`config.mk`:
```
export PLATFORM = sky130hd
export DESIGN_NAME = rx_pkt_deframer_flat
export DESIGN_NICKNAME = d
export VERILOG_FILES = /design/src/rtl/rx_pkt_deframer_if.sv /design/src/rtl/rx_pkt_deframer.sv /design/src/flat_wrapper.sv
export SDC_FILE = /design/constraint.sdc
export NUM_CORES = 1
export LEC_CHECK = 0
export ABC_CLOCK_PERIOD_IN_PS = 4000
export CAP_MARGIN = 10
export CORE_MARGIN = 1.5
export CORE_UTILIZATION = 44
export DETAILED_ROUTE_END_ITERATION = 8
export PLACE_DENSITY = 0.79
export SLEW_MARGIN = 40
export SYNTH_ARGS = -nofsm -noshare
export SYNTH_HDL_FRONTEND = slang
export SYNTH_SLANG_ARGS = --single-unit
```
`constraint.sdc`:
```
create_clock -name clk -period 4 [get_ports clk]
set_input_delay 0.4 -clock clk [delete_from_list [all_inputs] [get_ports clk]]
set_output_delay 0.4 -clock clk [all_outputs]
set_load 0.05 [all_outputs]
```
`src/rtl/rx_pkt_deframer_if.sv`:
```
// rx_pkt_deframer_if
//   Bundles the three handshakes around the receive deframer:
//     - flit input    : in_valid / in_ready / in_flit[39:0] = {vc, id[1:0], req[4:0], payload[31:0]}
//     - header output : hdr_valid / hdr_ready plus decoded fields and the raw header
//     - data output   : data_valid / data_ready / data_word / data_last
//     - error pulses  : err_fmt, err_tag
//   Modports:
//     slave  - the deframer itself (consumes flits, produces header/data/errors)
//     master - the surrounding logic (produces flits, consumes header/data)
interface rx_pkt_deframer_if;
  logic        in_valid;
  logic        in_ready;
  logic [39:0] in_flit;

  logic        hdr_valid;
  logic        hdr_ready;
  logic [3:0]  hdr_fmt;
  logic [4:0]  hdr_dest;
  logic [4:0]  hdr_req;
  logic [1:0]  hdr_id;
  logic        hdr_vc;
  logic [29:0] hdr_addr;
  logic [7:0]  hdr_len;
  logic [63:0] hdr_raw;

  logic        data_valid;
  logic        data_ready;
  logic [31:0] data_word;
  logic        data_last;

  logic        err_fmt;
  logic        err_tag;

  modport slave (
    input  in_valid, in_flit, hdr_ready, data_ready,
    output in_ready,
    output hdr_valid, hdr_fmt, hdr_dest, hdr_req, hdr_id, hdr_vc, hdr_addr, hdr_len, hdr_raw,
    output data_valid, data_word, data_last,
    output err_fmt, err_tag
  );

  modport master (
    output in_valid, in_flit, hdr_ready, data_ready,
    input  in_ready,
    input  hdr_valid, hdr_fmt, hdr_dest, hdr_req, hdr_id, hdr_vc, hdr_addr, hdr_len, hdr_raw,
    input  data_valid, data_word, data_last,
    input  err_fmt, err_tag
  );
endinterface

```
`src/rtl/rx_pkt_deframer.sv`:
```
// rx_pkt_deframer
//   Receive-side deframer. Collects a 1- or 2-word packet header from the flit
//   stream, presents the decoded header on a registered valid/ready handshake,
//   then passes the packet's payload words straight through with a last marker
//   derived from the header length. Flags bad format codes and route-tag
//   (vc/id/req) changes inside a packet with registered one-cycle pulses.
//   Ports:
//     clk  - rising-edge clock
//     rst  - asynchronous active-high reset
//     bus  - rx_pkt_deframer_if.slave (flit in, header out, data out, errors)
module rx_pkt_deframer (
  input  logic             clk,
  input  logic             rst,
  rx_pkt_deframer_if.slave bus
);

  typedef enum logic [1:0] {
    IDLE = 2'd0,
    HDR1 = 2'd1,
    HOUT = 2'd2,
    DATA = 2'd3
  } state_t;

  localparam logic [3:0] FMT_LONG_READ   = 4'd0;
  localparam logic [3:0] FMT_LONG_WRITE  = 4'd1;
  localparam logic [3:0] FMT_MEM_RESP    = 4'd2;
  localparam logic [3:0] FMT_MSG         = 4'd3;
  localparam logic [3:0] FMT_SHORT_READ  = 4'd5;
  localparam logic [3:0] FMT_SHORT_WRITE = 4'd6;
  localparam logic [3:0] FMT_LAST_VALID  = 4'd6;

  state_t      state_r;
  logic [8:0]  cnt_r;
  logic [7:0]  tags_r;      // {vc, id, req} of the packet's first flit
  logic        hdr_valid_r;
  logic [3:0]  hdr_fmt_r;
  logic [4:0]  hdr_dest_r;
  logic [29:0] hdr_addr_r;
  logic [7:0]  hdr_len_r;
  logic [63:0] hdr_raw_r;
  logic        err_fmt_r;
  logic        err_tag_r;

  logic [7:0]  flit_tags_s;
  logic [31:0] flit_word_s;
  logic [3:0]  flit_fmt_s;
  logic        tag_diff_s;
  logic        in_ready_s;
  logic        data_valid_s;
  logic [31:0] data_word_s;
  logic        data_last_s;

  // Payload word count carried by a packet; 0 in the 7-bit field encodes 128,
  // 0 in the 4-bit field encodes 16, and read/config formats carry none.
  function automatic logic [7:0] payload_len(input logic [3:0] fmt, input logic [6:0] len7);
    logic [7:0] len;
    case (fmt)
      FMT_LONG_WRITE, FMT_MEM_RESP, FMT_MSG:
        len = (len7 == 7'd0) ? 8'd128 : {1'b0, len7};
      FMT_SHORT_WRITE:
        len = (len7[3:0] == 4'd0) ? 8'd16 : {4'd0, len7[3:0]};
      default:
        len = 8'd0;
    endcase
    return len;
  endfunction

  // Word address known from the first header word: only short formats carry one.
  function automatic logic [29:0] first_word_addr(input logic [3:0] fmt, input logic [18:0] addr19);
    logic [29:0] addr;
    case (fmt)
      FMT_SHORT_READ, FMT_SHORT_WRITE: addr = {11'd0, addr19};
      default:                         addr = 30'd0;
    endcase
    return addr;
  endfunction

  assign flit_tags_s = bus.in_flit[39:32];
  assign flit_word_s = bus.in_flit[31:0];
  assign flit_fmt_s  = flit_word_s[31:28];
  assign tag_diff_s  = (flit_tags_s != tags_r);

  // Input readiness and the zero-latency data pass-through; in_ready never
  // depends on in_valid, only on state and the downstream data_ready.
  always_comb begin
    in_ready_s   = 1'b0;
    data_valid_s = 1'b0;
    data_word_s  = 32'd0;
    data_last_s  = 1'b0;
    case (state_r)
      IDLE, HDR1: begin
        in_ready_s = 1'b1;
      end
      HOUT: begin
        in_ready_s = 1'b0;
      end
      DATA: begin
        in_ready_s   = bus.data_ready;
        data_valid_s = bus.in_valid;
        data_word_s  = flit_word_s;
        data_last_s  = (cnt_r == 9'd1);
      end
      default: begin
        in_ready_s = 1'b0;
      end
    endcase
  end

  // Packet state machine: header assembly, header handshake, payload count and error pulses.
  always_ff @(posedge clk or posedge rst) begin
    if (rst) begin
      state_r     <= IDLE;
      cnt_r       <= 9'd0;
      tags_r      <= 8'd0;
      hdr_valid_r <= 1'b0;
      hdr_fmt_r   <= 4'd0;
      hdr_dest_r  <= 5'd0;
      hdr_addr_r  <= 30'd0;
      hdr_len_r   <= 8'd0;
      hdr_raw_r   <= 64'd0;
      err_fmt_r   <= 1'b0;
      err_tag_r   <= 1'b0;
    end else begin
      err_fmt_r <= 1'b0;
      err_tag_r <= 1'b0;
      case (state_r)
        IDLE: begin
          if (bus.in_valid) begin
            if (flit_fmt_s > FMT_LAST_VALID) begin
              // Unknown format: the flit is consumed and dropped.
              err_fmt_r <= 1'b1;
            end else begin
              tags_r     <= flit_tags_s;
              hdr_fmt_r  <= flit_fmt_s;
              hdr_dest_r <= flit_word_s[27:23];
              hdr_addr_r <= first_word_addr(flit_fmt_s, flit_word_s[22:4]);
              hdr_len_r  <= payload_len(flit_fmt_s, flit_word_s[6:0]);
              hdr_raw_r  <= {flit_word_s, 32'd0};
              if ((flit_fmt_s == FMT_LONG_READ) || (flit_fmt_s == FMT_LONG_WRITE)) begin
                state_r <= HDR1;
              end else begin
                hdr_valid_r <= 1'b1;
                state_r     <= HOUT;
              end
            end
          end
        end
        HDR1: begin
          if (bus.in_valid) begin
            hdr_raw_r[31:0] <= flit_word_s;
            hdr_addr_r      <= flit_word_s[31:2];
            err_tag_r       <= tag_diff_s;
            hdr_valid_r     <= 1'b1;
            state_r         <= HOUT;
          end
        end
        HOUT: begin
          if (bus.hdr_ready) begin
            hdr_valid_r <= 1'b0;
            cnt_r       <= {1'b0, hdr_len_r};
            state_r     <= (hdr_len_r == 8'd0) ? IDLE : DATA;
          end
        end
        DATA: begin
          if (bus.in_valid && bus.data_ready) begin
            cnt_r     <= cnt_r - 9'd1;
            err_tag_r <= tag_diff_s;
            if (cnt_r == 9'd1) begin
              state_r <= IDLE;
            end
          end
        end
        default: begin
          state_r <= IDLE;
        end
      endcase
    end
  end

  assign bus.in_ready   = in_ready_s;
  assign bus.hdr_valid  = hdr_valid_r;
  assign bus.hdr_fmt    = hdr_fmt_r;
  assign bus.hdr_dest   = hdr_dest_r;
  assign bus.hdr_req    = tags_r[4:0];
  assign bus.hdr_id     = tags_r[6:5];
  assign bus.hdr_vc     = tags_r[7];
  assign bus.hdr_addr   = hdr_addr_r;
  assign bus.hdr_len    = hdr_len_r;
  assign bus.hdr_raw    = hdr_raw_r;
  assign bus.data_valid = data_valid_s;
  assign bus.data_word  = data_word_s;
  assign bus.data_last  = data_last_s;
  assign bus.err_fmt    = err_fmt_r;
  assign bus.err_tag    = err_tag_r;

endmodule

```
`src/flat_wrapper.sv`:
```
// flat-port wrapper written by rule: the top's interface ports become plain ports
module rx_pkt_deframer_flat 
  (clk, rst, bus_in_valid, bus_in_flit, bus_hdr_ready, bus_data_ready, bus_in_ready, bus_hdr_valid, bus_hdr_fmt, bus_hdr_dest, bus_hdr_req, bus_hdr_id, bus_hdr_vc, bus_hdr_addr, bus_hdr_len, bus_hdr_raw, bus_data_valid, bus_data_word, bus_data_last, bus_err_fmt, bus_err_tag);
  rx_pkt_deframer_if bus_i ();
  input  logic clk;
  input  logic rst;
  input wire logic [$bits(bus_i.in_valid)-1:0] bus_in_valid;
  input wire logic [$bits(bus_i.in_flit)-1:0] bus_in_flit;
  input wire logic [$bits(bus_i.hdr_ready)-1:0] bus_hdr_ready;
  input wire logic [$bits(bus_i.data_ready)-1:0] bus_data_ready;
  output wire logic [$bits(bus_i.in_ready)-1:0] bus_in_ready;
  output wire logic [$bits(bus_i.hdr_valid)-1:0] bus_hdr_valid;
  output wire logic [$bits(bus_i.hdr_fmt)-1:0] bus_hdr_fmt;
  output wire logic [$bits(bus_i.hdr_dest)-1:0] bus_hdr_dest;
  output wire logic [$bits(bus_i.hdr_req)-1:0] bus_hdr_req;
  output wire logic [$bits(bus_i.hdr_id)-1:0] bus_hdr_id;
  output wire logic [$bits(bus_i.hdr_vc)-1:0] bus_hdr_vc;
  output wire logic [$bits(bus_i.hdr_addr)-1:0] bus_hdr_addr;
  output wire logic [$bits(bus_i.hdr_len)-1:0] bus_hdr_len;
  output wire logic [$bits(bus_i.hdr_raw)-1:0] bus_hdr_raw;
  output wire logic [$bits(bus_i.data_valid)-1:0] bus_data_valid;
  output wire logic [$bits(bus_i.data_word)-1:0] bus_data_word;
  output wire logic [$bits(bus_i.data_last)-1:0] bus_data_last;
  output wire logic [$bits(bus_i.err_fmt)-1:0] bus_err_fmt;
  output wire logic [$bits(bus_i.err_tag)-1:0] bus_err_tag;
  assign bus_i.in_valid = bus_in_valid;
  assign bus_i.in_flit = bus_in_flit;
  assign bus_i.hdr_ready = bus_hdr_ready;
  assign bus_i.data_ready = bus_data_ready;
  assign bus_in_ready = bus_i.in_ready;
  assign bus_hdr_valid = bus_i.hdr_valid;
  assign bus_hdr_fmt = bus_i.hdr_fmt;
  assign bus_hdr_dest = bus_i.hdr_dest;
  assign bus_hdr_req = bus_i.hdr_req;
  assign bus_hdr_id = bus_i.hdr_id;
  assign bus_hdr_vc = bus_i.hdr_vc;
  assign bus_hdr_addr = bus_i.hdr_addr;
  assign bus_hdr_len = bus_i.hdr_len;
  assign bus_hdr_raw = bus_i.hdr_raw;
  assign bus_data_valid = bus_i.data_valid;
  assign bus_data_word = bus_i.data_word;
  assign bus_data_last = bus_i.data_last;
  assign bus_err_fmt = bus_i.err_fmt;
  assign bus_err_tag = bus_i.err_tag;
  rx_pkt_deframer u_core (.clk(clk), .rst(rst), .bus(bus_i));
endmodule
```
==> impl_metrics.py <==
metrics = {
    "detailed_routing": {
        "ant_nets": 0,
        "vias": 4701,
        "drc": 0,
        "wl_um": 15600,
        "drtPass1Iterations": 5,
        "drt-initial-drc-count": 368,
        "viasPerCell": 5.52,
        "wl_per_cell_um": 18.3,
    },
    "yosys": {
        "yosysSeqAreaShare_pct": 53.3,
        "synth_area_per_cell_um2": 10.1,
        "yosys.cell_types.count": 45,
        "synth_area_mm2": 0.00531,
        "synth-edff-count": 0,
        "synth_ff_type": "dfrtp_1",
        "syn_inst": 525,
        "ys_seq_elements": 113,
        "synth_nets": 572,
        "synth_warnings": 0,
        "ys_async_sr_fraction_pct": 100,
    },
    "timing": {
        "tightest_slew_ns": 0.795,
        "setup_tns_ns": 0,
        "skew_ns": 0.00747,
        "drv_slew": 0,
        "fin_crit_ns": 3.09,
        "hold_viol_final": 0,
        "clock.fmax_mhz": 324,
        "slew-limit-headroom_pct": 47.0,
        "grt_setup_unrepaired": "false",
        "period_share_pct": 77.2,
        "finalSetupViolations": 0,
    },
    "worst_setup_path": {
        "critPathArrivalTime_ns": 2.69,
        "crit_path_end_kind": "output pin",
        "cp.required_ns": 3.60,
        "path_cells": "buf_4, and3_1, clkdlybuf4s50_1",
        "slowest_delay_ns": 0.86,
        "worstSetupPathType": "register to output pin",
        "cp-start-kind": "register",
        "worst_path_max_delay_cell": "dfrtp_1",
        "crit_fanout": 25,
    },
    "cts": {
        "cts_setup_buffers": 0,
        "cts_num_sinks": 113,
        "htree_levels": 4,
        "ctsRootBufferMaster": "clkbuf_16",
        "cts_hold_buf": 0,
        "post_cts_resized": 0,
        "clk_pin_slew_worst_paths_ns": 0.05,
        "clock_latency_ns": 0.41,
        "clk_path_buf_depth": 2,
        "cts_tree": "done",
        "cts_buffers": 17,
    },
    "power": {
        "p_per_area_mw_per_mm2": 1050,
        "peakVddDrop_mv": 0.517,
        "p_leak_uw": 0.00342,
    },
    "finish": {
        "antennaDiodeCount": 0,
        "area_delta_synth_final_pct": 48.8,
        "finalNetCount": 742,
        "fin_util_pct": 68.0,
        "drive_above_1_share_pct": 12.1,
    },
    "grt": {
        "grt_usage_pct": 25.4,
        "grt_max_degree": 103,
        "grt_overflow_total": 0,
        "grt_pass1_vias": 4766,
        "grt_pass1_wl_um": 25100,
        "antenna_found_initial": 0,
    },
    "die": {
        "floorplan.die_area_mm2": 0.0127,
        "die-height_um": 113,
        "ios": 202,
        "rows": 39,
        "die_w_um": 113,
        "start_util_pct": 45.7,
        "core_area_mm2": 0.0116,
    },
    "place": {
        "place.gp.congestion": 0.905,
        "dpl.hpwl_um": 10700,
        "io_buffers": 201,
    },
    "min_path": {
        "hp-class": "input pin to asynchronous set/reset pin",
    },
    "outcome": {
        "status": "completed",
    },
    "flow_run": {
        "cap_violations": 0,
    },
}
-- cells by family (layout without fill, tap and decap cells) --
kind of cell	Yosys count	after routing	share of synthesized area, %
simple gates	178	178	16.0
compound gates	119	119	13.9
flops	113	113	53.3
buf+inv	64	247	6.41
mux	40	40	8.46
xor+xnor	9	9	1.48
fa+ha+maj	2	2	0.471
-- worst max-delay path, delay by kind of cell, from the launching register on --
kind                   cells  cell delay (ns)
buffers and inverters      2             1.19
AND/OR/NAND/NOR            1             0.21
flip-flops                 1             0.86
-- report_power, final --
group | internal, uW | switching [uW] | total [uW]
clock network | 1070 | 514 | 1580
registers | 1620 | 452 | 2070
logic | 1560 | 3090 | 4660
total | 4250 | 4060 | 8310
-- routing by layer --
layer / share of wire [%] / wire length (um) / track usage [%] / vias to the layer above
li1: - / - / - / 2152
met1: 39 / 6120 / 29.4 / 2278
met2: 49 / 7720 / 42.9 / 231
met3: 8.2 / 1280 / 8.25 / 40
met4: 3.1 / 491 / 11.8 / 0
met5: 0 / 0 / 0 / -
-- cell usage in the layout, fill, tap and decap left out, drive strengths merged, types with 4 or more instances in the layout --
cell           instances
mux2                  39
a21boi                20
buf                    7
nand2                100
clkinv                 5
xor2                   8
o22a                   5
and2                   4
nor4                   7
nor3                   6
nor2                  12
clkdlybuf4s50        201
o21ai                 59
nand3                  4
clkbuf                21
a22o                   4
and3                  34
bufinv                 4
dfrtp                113
a21oi                 12
inv                    7
-- per-stage QoR --
stage | setup WS (ns) | total power (uW) | hold slack [ns] | cells | area (um2)
finish | 0.912 | 8310 | 0.442 | 851 | 7900
global route | 0.829 | 8660 | 0.503 | 851 | 7900
CTS | 0.915 | 8340 | 0.472 | 851 | 7900
detailed placement | 1.33 | 6710 | 0.474 | 819 | 7280
global placement | 1.41 | 6610 | 0.464 | 818 | 7270
floorplan | 0.613 | 5210 | 0.495 | 525 | 5310
-- synth_stat cells, types with 7 or more instances --
cell,instances,area (um2)
dfrtp_1,113,2830
buf_4,21,158
o21ai_1,10,50.1
nand2_1,100,375
a21oi_1,12,60.1
clkbuf_1,19,71.3
nor2_1,11,41.3
inv_1,7,26.3
mux2_2,39,439
and3_1,34,213
nor4_1,7,43.8
xor2_1,8,70.1
buf_2,17,85.1
a21boi_0,10,75.1
a21boi_1,10,75.1
o21ai_0,49,245
-- worst paths after layout --
| kind | depth (start not counted) | start | endpoint | slack [ns] |
|---|---|---|---|---|
| max | 3 | u_core.state_r[1]$_DFFE_PP0P_ | bus_data_word[16] | 0.91 |
| min | 2 | rst | u_core.bus.hdr_raw[54]$_DFFE_PP0P_ | 0.44 |
| max reg2reg | 4 | u_core.state_r[1]$_DFFE_PP0P_ | u_core.tags_r[7]$_DFFE_PP0P_ | 1.54 |
| min reg2reg | 2 | u_core.bus.hdr_addr[15]$_DFFE_PP0P_ | u_core.bus.hdr_addr[15]$_DFFE_PP0P_ | 0.48 |
| max in group asynchronous | 3 | rst | u_core.tags_r[4]$_DFFE_PP0P_ | 2.76 |
| min in group clk | 2 | u_core.bus.hdr_addr[15]$_DFFE_PP0P_ | u_core.bus.hdr_addr[15]$_DFFE_PP0P_ | 0.48 |
-- registers in the layout (all words and copies together) (netlist names) --
| name | cells |
|---|---|
| u_core.bus.hdr_addr | 29 |
| u_core.bus.hdr_fmt | 3 |
| u_core.bus.hdr_len | 8 |
| u_core.cnt_r | 9 |
| u_core.bus.err_fmt | 1 |
| u_core.bus.hdr_raw | 47 |
| u_core.state_r | 2 |
| u_core.tags_r | 8 |
| u_core.bus.hdr_valid | 1 |
| u_core.bus.err_tag | 1 |
| u_core.bus.hdr_dest | 4 |
-- final cells by class --
| type | count | area [um2] |
|---|---|---|
| clock buffer | 21 | 460 |
| clock inverter | 11 | 160 |
| fill | 899 | 3710 |
| inverter | 7 | 28.8 |
| multi-input combinational | 348 | 2150 |
| sequential | 113 | 2830 |
| tap | 143 | 179 |
| timing repair buffer | 208 | 2090 |
Power figures use the tool's default switching activity.
